**src/rtl/sobel_pkg.sv**
```systemverilog
// rtl/sobel_pkg.sv - shared view-mode and control-state types for the sobel mode controller
package sobel_pkg;

  typedef enum logic [2:0] {
    VIEW_PASS  = 3'd0,
    VIEW_GRAY  = 3'd1,
    VIEW_BLUR  = 3'd2,
    VIEW_SOBEL = 3'd4
  } view_mode_t;

  typedef enum logic [1:0] {
    RUN     = 2'd0,
    PENDING = 2'd1,
    SETTLE  = 2'd2
  } ctrl_state_t;

  // Unknown switch codes fall back to pass-through rather than an undefined view.
  function automatic view_mode_t validate_view(input logic [7:0] code);
    case (code)
      8'd1:    return VIEW_GRAY;
      8'd2:    return VIEW_BLUR;
      8'd4:    return VIEW_SOBEL;
      default: return VIEW_PASS;
    endcase
  endfunction

endpackage

```
**src/rtl/sw_debounce.sv**
```systemverilog
// rtl/sw_debounce.sv - switch debouncer producing a validated view request
module sw_debounce #(
  parameter int DEBOUNCE_CYCLES = 1000000
) (
  input  logic       clk,
  input  logic       rst,
  input  logic [7:0] sw_i,
  output logic [2:0] req_o
);
  import sobel_pkg::*;

  localparam int CW = $clog2(DEBOUNCE_CYCLES) + 1;
  localparam logic [CW-1:0] LAST = CW'(DEBOUNCE_CYCLES - 2);

  logic [7:0]    sw_q;
  logic [CW-1:0] cnt;

  // The counter saturates at LAST; every further equal sample re-latches the same value.
  always_ff @(posedge clk) begin
    if (rst) begin
      sw_q  <= 8'd0;
      cnt   <= '0;
      req_o <= 3'd0;
    end else begin
      sw_q <= sw_i;
      if (sw_i != sw_q) begin
        cnt <= '0;
      end else if (cnt == LAST) begin
        req_o <= validate_view(sw_q);
      end else begin
        cnt <= cnt + CW'(1);
      end
    end
  end

endmodule

```
**src/rtl/sobel_mode_ctrl.sv**
```systemverilog
// rtl/sobel_mode_ctrl.sv - vsync-aligned view switching and resolution lock; SOBEL_SETTLE_BLANK_EN enables post-switch blanking
module sobel_mode_ctrl #(
  parameter int DEBOUNCE_CYCLES = 1000000,
  parameter int SETTLE_FRAMES   = 2,
  parameter int CNT_W           = 12
) (
  input  logic             clk,
  input  logic             rst,
  input  logic [7:0]       sw_i,
  input  logic             dv_i,
  input  logic             hs_i,
  input  logic             vs_i,
  output logic [2:0]       mode_o,
  output logic             mode_change_o,
  output logic             blank_o,
  output logic [CNT_W-1:0] width_o,
  output logic [CNT_W-1:0] height_o,
  output logic             locked_o
);
  import sobel_pkg::*;

  if (SETTLE_FRAMES < 1 || SETTLE_FRAMES > 15) begin : g_bad_settle
    $error("SETTLE_FRAMES must be within 1..15");
  end

  localparam logic [CNT_W-1:0] CNT_MAX = '1;

  logic       unused_hs;
  logic [2:0] req_raw;
  view_mode_t req;
  logic       vs_q, dv_q, vs_rise, dv_fall;

  assign unused_hs = hs_i;

  sw_debounce #(.DEBOUNCE_CYCLES(DEBOUNCE_CYCLES)) u_debounce (
    .clk   (clk),
    .rst   (rst),
    .sw_i  (sw_i),
    .req_o (req_raw)
  );

  assign req     = view_mode_t'(req_raw);
  assign vs_rise = vs_i & ~vs_q;
  assign dv_fall = dv_q & ~dv_i;

  logic [CNT_W-1:0] pix_cnt, line_cnt, prev_w, prev_h;
  logic [CNT_W-1:0] width_nxt, height_nxt;

  // A line ending on the vsync edge still belongs to the frame being closed.
  always_comb begin
    width_nxt  = dv_fall ? pix_cnt : width_o;
    height_nxt = (dv_fall && line_cnt != CNT_MAX) ? line_cnt + CNT_W'(1) : line_cnt;
  end

  always_ff @(posedge clk) begin
    if (rst) begin
      vs_q     <= 1'b0;
      dv_q     <= 1'b0;
      pix_cnt  <= '0;
      line_cnt <= '0;
      prev_w   <= '0;
      prev_h   <= '0;
      width_o  <= '0;
      height_o <= '0;
      locked_o <= 1'b0;
    end else begin
      vs_q    <= vs_i;
      dv_q    <= dv_i;
      width_o <= width_nxt;
      if (dv_i) begin
        if (pix_cnt != CNT_MAX) pix_cnt <= pix_cnt + CNT_W'(1);
      end else if (dv_fall) begin
        pix_cnt <= '0;
      end
      if (vs_rise) begin
        height_o <= height_nxt;
        line_cnt <= '0;
        locked_o <= (width_nxt == prev_w) && (height_nxt == prev_h) &&
                    (width_nxt != '0) && (height_nxt != '0);
        prev_w   <= width_nxt;
        prev_h   <= height_nxt;
      end else begin
        line_cnt <= height_nxt;
      end
    end
  end

  ctrl_state_t state, state_n;
  view_mode_t  mode_q, mode_n;
  logic        change_n;

`ifdef SOBEL_SETTLE_BLANK_EN
  localparam logic [3:0] SETTLE_LAST = 4'(SETTLE_FRAMES - 1);
  logic       blank_q, blank_n;
  logic [3:0] frame_cnt, frame_n;
  assign blank_o = blank_q;
`else
  assign blank_o = 1'b0;
`endif

  always_ff @(posedge clk) begin
    if (rst) begin
      state         <= RUN;
      mode_q        <= VIEW_PASS;
      mode_change_o <= 1'b0;
`ifdef SOBEL_SETTLE_BLANK_EN
      blank_q       <= 1'b0;
      frame_cnt     <= 4'd0;
`endif
    end else begin
      state         <= state_n;
      mode_q        <= mode_n;
      mode_change_o <= change_n;
`ifdef SOBEL_SETTLE_BLANK_EN
      blank_q       <= blank_n;
      frame_cnt     <= frame_n;
`endif
    end
  end

  always_comb begin
    state_n  = state;
    mode_n   = mode_q;
    change_n = 1'b0;
`ifdef SOBEL_SETTLE_BLANK_EN
    blank_n  = blank_q;
    frame_n  = frame_cnt;
`endif
    case (state)
      RUN: begin
        if (req != mode_q) state_n = PENDING;
      end
      PENDING: begin
        // A request withdrawn before vsync is dropped silently.
        if (req == mode_q) begin
          state_n = RUN;
        end else if (vs_rise) begin
          mode_n   = req;
          change_n = 1'b1;
`ifdef SOBEL_SETTLE_BLANK_EN
          blank_n  = 1'b1;
          frame_n  = 4'd0;
          state_n  = SETTLE;
`else
          state_n  = RUN;
`endif
        end
      end
      SETTLE: begin
`ifdef SOBEL_SETTLE_BLANK_EN
        if (vs_rise) begin
          if (frame_cnt == SETTLE_LAST) begin
            blank_n = 1'b0;
            state_n = RUN;
          end else begin
            frame_n = frame_cnt + 4'd1;
          end
        end
`else
        state_n = RUN;
`endif
      end
      default: state_n = RUN;
    endcase
  end

  assign mode_o = mode_q;

endmodule

```
**config.mk**
```make
export PLATFORM = sky130hd
export DESIGN_NAME = sobel_mode_ctrl
export DESIGN_NICKNAME = d
export VERILOG_FILES = /design/src/rtl/sobel_pkg.sv /design/src/rtl/sw_debounce.sv /design/src/rtl/sobel_mode_ctrl.sv
export SDC_FILE = /design/constraint.sdc
export NUM_CORES = 1
export LEC_CHECK = 0
export CAP_MARGIN = 20
export CORE_ASPECT_RATIO = 2
export CORE_UTILIZATION = 30
export CTS_CLUSTER_SIZE = 14
export DETAILED_ROUTE_END_ITERATION = 6
export PLACE_DENSITY = 0.51
export SETUP_SLACK_MARGIN = 0.1
export SLEW_MARGIN = 10
export SYNTH_ARGS = -nofsm -noshare
export SYNTH_HDL_FRONTEND = slang
export SYNTH_SLANG_ARGS = --single-unit
```
**constraint.sdc**
```tcl
create_clock -name clk -period 2.94 [get_ports clk]
set_clock_uncertainty 0.05 [all_clocks]
set_input_delay 0.882 -clock clk [delete_from_list [all_inputs] [get_ports clk]]
set_output_delay 0.882 -clock clk [all_outputs]
set_load 0.01 [all_outputs]
```
* Yosys cells after proc, flatten, opt, wreduce, memory -nomap -nowiden
Cells that the tools add are included.
Storage, ports and cells: register bits 101, bits of input ports 13, output and inout bits 30, logic and storage cells 65
Operators by class: add/sub/neg operators 3, eq/ne operators 15, muxes and demuxes 11, bitwise operators 7, reduce and logical (&&, ||, !) cells 15
Operators by type and width (number):
- 12-bit 2-to-1 mux | 5
- 12-bit by 1-bit adder with 12-bit output (second input constant) | 2
- 12-bit equality test | 2
- 12-bit != test (second input constant) | 2
- 12-bit nonzero test | 2
- 21-bit by 1-bit adder with 21-bit output (second input constant) | 1
- 21-bit by 20-bit equality test with 1-bit output (second input constant) | 1
- 3-bit case mux with 3 select lines | 1
- 8-bit by 1-bit equality test with 1-bit output (second input constant) | 1
- 8-bit by 2-bit equality test with 1-bit output (second input constant) | 1
- 8-bit by 3-bit equality test with 1-bit output (second input constant) | 1
- 8-bit != test | 1
- 2-bit 2-to-1 mux | 3
- 2-bit AND reduction | 3
- 1-bit inverter | 5
- 1-bit logical AND | 4
- 2-bit case mux with 2 select lines | 1
- 2-bit OR reduction | 2
- 3-bit equality test | 1
- 3-bit != test | 1
- 3-bit != test (second input constant) | 1
- 3-bit AND reduction | 1
- 3-bit OR reduction | 1
- 1-bit bitwise AND | 2
- 6 further kinds | 6

* Longest topological paths before layout
depth after elaboration 8, mapped depth 8, gate-level depth less buffers 8

* Hierarchy
From an unflattened synthesis, not the netlist that was laid out.
Second synthesis, totals: cell total of the unflattened synthesis 600, area, all modules 5124.9 um^2
Modules (own cells, without submodules):
- sobel_mode_ctrl | instances 1, cells an instance 438, area each 3617.2 um^2, sequential area each 1361.3 um^2
- sw_debounce | instances 1, cells an instance 162, area each 1507.7 um^2, sequential area each 640.6 um^2

* Least setup slack after synthesis
Ideal clock, no wire load.
kind input to register, from input port dv_i, to register locked_o, arrival 2.677 ns, required time 2.803 ns, slack 0.126 ns, cell stages on the path 7, cell sequence nand2b_2 > nor4_1 > mux2i_1 > xor2_1 > o211ai_1 > or4_1 > o31ai_1
On the way: cells in the longest elaborated chain, start to end 8, elaborated cells between the ends (all ways) 12
Ends and longest elaborated chain:
- start: declaration | line sobel_mode_ctrl.sv:10 | input logic dv_i,
- 1-bit inverter (*) | line sobel_mode_ctrl.sv:44 | assign dv_fall = dv_q & ~dv_i;
- 1-bit bitwise AND (*) | line sobel_mode_ctrl.sv:44
- 1-bit logical AND | line sobel_mode_ctrl.sv:52 | height_nxt = (dv_fall && line_cnt != CNT_MAX) ? line_cnt + CNT_W'(1) : line_cnt;
- 12-bit 2-to-1 mux | line sobel_mode_ctrl.sv:52
- 12-bit equality test | line sobel_mode_ctrl.sv:78 | locked_o <= (width_nxt == prev_w) && (height_nxt == prev_h) &&
- 1-bit logical AND (2 in series) | line sobel_mode_ctrl.sv:78
- 1-bit logical AND (*) | line sobel_mode_ctrl.sv:79 | (width_nxt != '0) && (height_nxt != '0);
- end signal: assignment | line sobel_mode_ctrl.sv:78
- end: declaration | line sobel_mode_ctrl.sv:18 | output logic locked_o
Mark *: on every way between the ends. The rest lies on a longest branch, timed or not. A chain may end at the register's enable or synchronous reset.

* Worst setup path after layout
Same ends and word-level chain as after synthesis.

==> run summary <==
Yosys warnings - 0
clock sink count - 100
Power Total - 2.84 mW
CP arrival - 2.83 ns
run status - complete, no violations
number of synthesized flops with an enable pin - 0
Area contributors post-synth - dfxtp_1 42%, xor2_1 6.6%, nor2_1 6.2%
drt pass-1 iters - 4
register area share after synthesis - 41.9%
Crit. Startpoint - dv_i
Leak - 2.27 nW
post-DR vias/cell - 5.08
TritonCTS clock tree - built
Filler cells - 1585
met2 Use GR - 31.7%
vias post-DR - 4190
met1 usage - 17.0%
Area growth syn-to-layout - 25.7%
clock period minus worst slack - 2.62 ns
hold slack - 0.420 ns
RePlAce Congestion - 0.900
Async SR Flop Fraction - 0%
syn avg cell area - 8.58 um^2
insertion delay to the later sink of the worst-skew pair - 0.35 ns
DRC viols - 0
r2r startpoint - prev_w[3]
Max Cap Viol - 0
CP peak stage delay - 0.34 ns
Startpoint Class - input port
most common cell after layout, fill and taps aside - dfxtp_1
endpoints failing setup - 0
top-area cell type share of the netlist area - 41.9%
antenna cell count - 0
hold_sp - locked_o
Die Wd - 91.2 um
Final nets - 639
Worst Path Max Fanout - 9
CP top delay family - simple AND/OR/NAND/NOR gates
most frequent cells in the layout - 100 x dfxtp_1, 79 x nor2_1, 44 x nand2_1
fmax - 381 MHz
Pint - 2.19 mW
Initial Util - 30.9%
post-DP HPWL - 9.96 mm
cell type with the largest total area after synthesis - dfxtp_1
port buffer count - 40
P_sw - 651 uW
post-synthesis cell count - 557
Power Density - 473 nW/um^2
Final Max Tran Viols - 0
io pins - 43
fin crit share - 89.2%
clock buffer count from CTS - 9
WL final - 13.2 mm
first-pass GRT wire length - 22.1 mm
Top FF cell, synth - dfxtp_1
Post-CTS Hold Fix Bufs - 0
CTS Root Cell - clkbuf_16
clock group share of total power - 46.5%
Die Y - 180 um
Hold Crit Class - flip-flop to flip-flop
Post-DRT Antenna Nets - 0
share of cells above drive strength 1 - 13.4%
Mapped Nets - 574
deepest clock path buffer count - 2
M3 GR Usage - 2.87%
Core Region - 15500 um^2
register bit count reported by yosys - 100
Most Crowded Layer GR - met2
worst rel slew slack - 55.1%
combinational share of power - 5.0%
WS Path Type - input port to flip-flop
initial antenna violation count - 0
endpoints failing hold - 0
Post-Syn Area - 4780 um^2
vias in the first global route - 4363
Peak VDD IR - 262 uV
CTS clk-pin slew, worst paths - 0.07 ns
routed len/inst - 16.0 um
1st-iter DRT viols - 241
worst path cell trace - clkbuf_2, nand2b_4, buf_6, mux2_2, a222oi_1, nand3_1, nor4_2, nand4_1, o31ai_1
H-tree depth - 3
largest net degree at the start of global routing - 45
Worst-Margin Slew - 0.671 ns
critical path's slowest cell - mux2_2
RSZ-0062 raised after global routing - false
DIE AREA - 16500 um^2
Flop pwr share - 48.5%
sw frac - 22.9%
row cnt - 64
post-synth cell types - 62
Worst Setup End Kind - flip-flop
grt total ovfl - 0
GRT Overall Usage - 17.0%
CP Data Required Time - 3.15 ns
sum of buffers and inverters on the critical path - 2
-- metal layers --
layer,wire length (um),up-vias
met1,4910,1991
met5,0,-
met3,341,38
met2,7210,86
met4,722,0
li1,-,2075
-- metrics by stage --
stage / cells / worst slack [ns] / instance area [um^2] / setup TNS (ns) / utilization [%]
finish: 825 / 0.318 / 6000 / 0 / 38.8
detailed placement: 804 / -0.533 / 5570 / -0.873 / 36.1
CTS: 825 / 0.160 / 5980 / 0 / 38.7
floorplan: 557 / 0.126 / 4780 / 0 / -
global placement: 804 / -0.526 / 5570 / -0.739 / 36.1
global route: 825 / 0.199 / 6000 / 0 / 38.8
-- state kept, by name (all words and copies together), names as in the netlist, 3 cells and up --
signal	cells
width_o	12
mode_o	3
u_debounce.sw_q	8
prev_w	12
u_debounce.req_o	3
pix_cnt	12
u_debounce.cnt	21
line_cnt	12
prev_h	12
-- final cells by class --
type	count	area, um^2	share of cell area [%]
Clock buffer	9	225	3.75
Inverter	16	60.1	1.00
Tap cell	198	248	4.13
Clock inverter	7	109	1.81
Multi-Input combinational cell	412	2630	43.9
Timing Repair Buffer	83	726	12.1
Sequential cell	100	2000	33.3
-- worst paths after layout --
check / to / slack (ns) / depth (start not counted)
worst min register to register: locked_o / 0.42 / 2
worst min-delay path: locked_o / 0.42 / 2
worst max register to register: locked_o / 0.43 / 7
worst max-delay path: locked_o / 0.32 / 9
-- what timing repair did --
item / 4_1_cts / 5_1_grt
endpoints found under the setup margin: 1 / 1
cloned: 0 / 0
resized for setup: 9 / 6
pin swaps: 0 / 6
setup buffers: 5 / 0
-- tightest hold or removal path, cell delays in order, from the launching register on --
cell     delay (ns)
dfxtp_1        0.32
nand2_1        0.06
o31ai_1        0.05
-- power groups by stage --
stage	Combinational, mW	Clock, mW	Sequential (mW)
after floorplan	0.0857	0	1.41
after global placement	0.141	0	1.41
after detailed placement	0.141	0	1.41
after CTS	0.145	1.36	1.38
after global routing	0.159	1.43	1.38
final	0.143	1.32	1.38
-- cells by family after synthesis --
logic type,share of synthesized area [%]
adders and majority gates,1.05
xor gates and xnor gates,9.90
buffers and inverters,4.11
DFF,41.9
AOI/OAI and AO/OA,12.0
other,0.0785
muxes,4.48
and+or+nand+nor,26.5
-- synthesized netlist by cell type, types with 3 or more instances --
cell type	instances
dfxtp_1	100
nor2_1	79
nand2_1	44
xor2_1	36
nand3_1	27
o21ai_0	22
a21oi_1	21
clkbuf_1	19
nor2b_1	19
mux2i_1	18
xnor2_1	18
inv_1	16
nand4_1	15
and3_1	10
nor4_1	10
nor3_1	9
o22ai_1	9
a211oi_1	6
nand2b_1	5
nor4b_1	5
ha_1	4
a222oi_1	3
a31oi_1	3
and2_1	3
buf_2	3
mux2_2	3
or2_2	3
(Power assumes the default switching activity.)
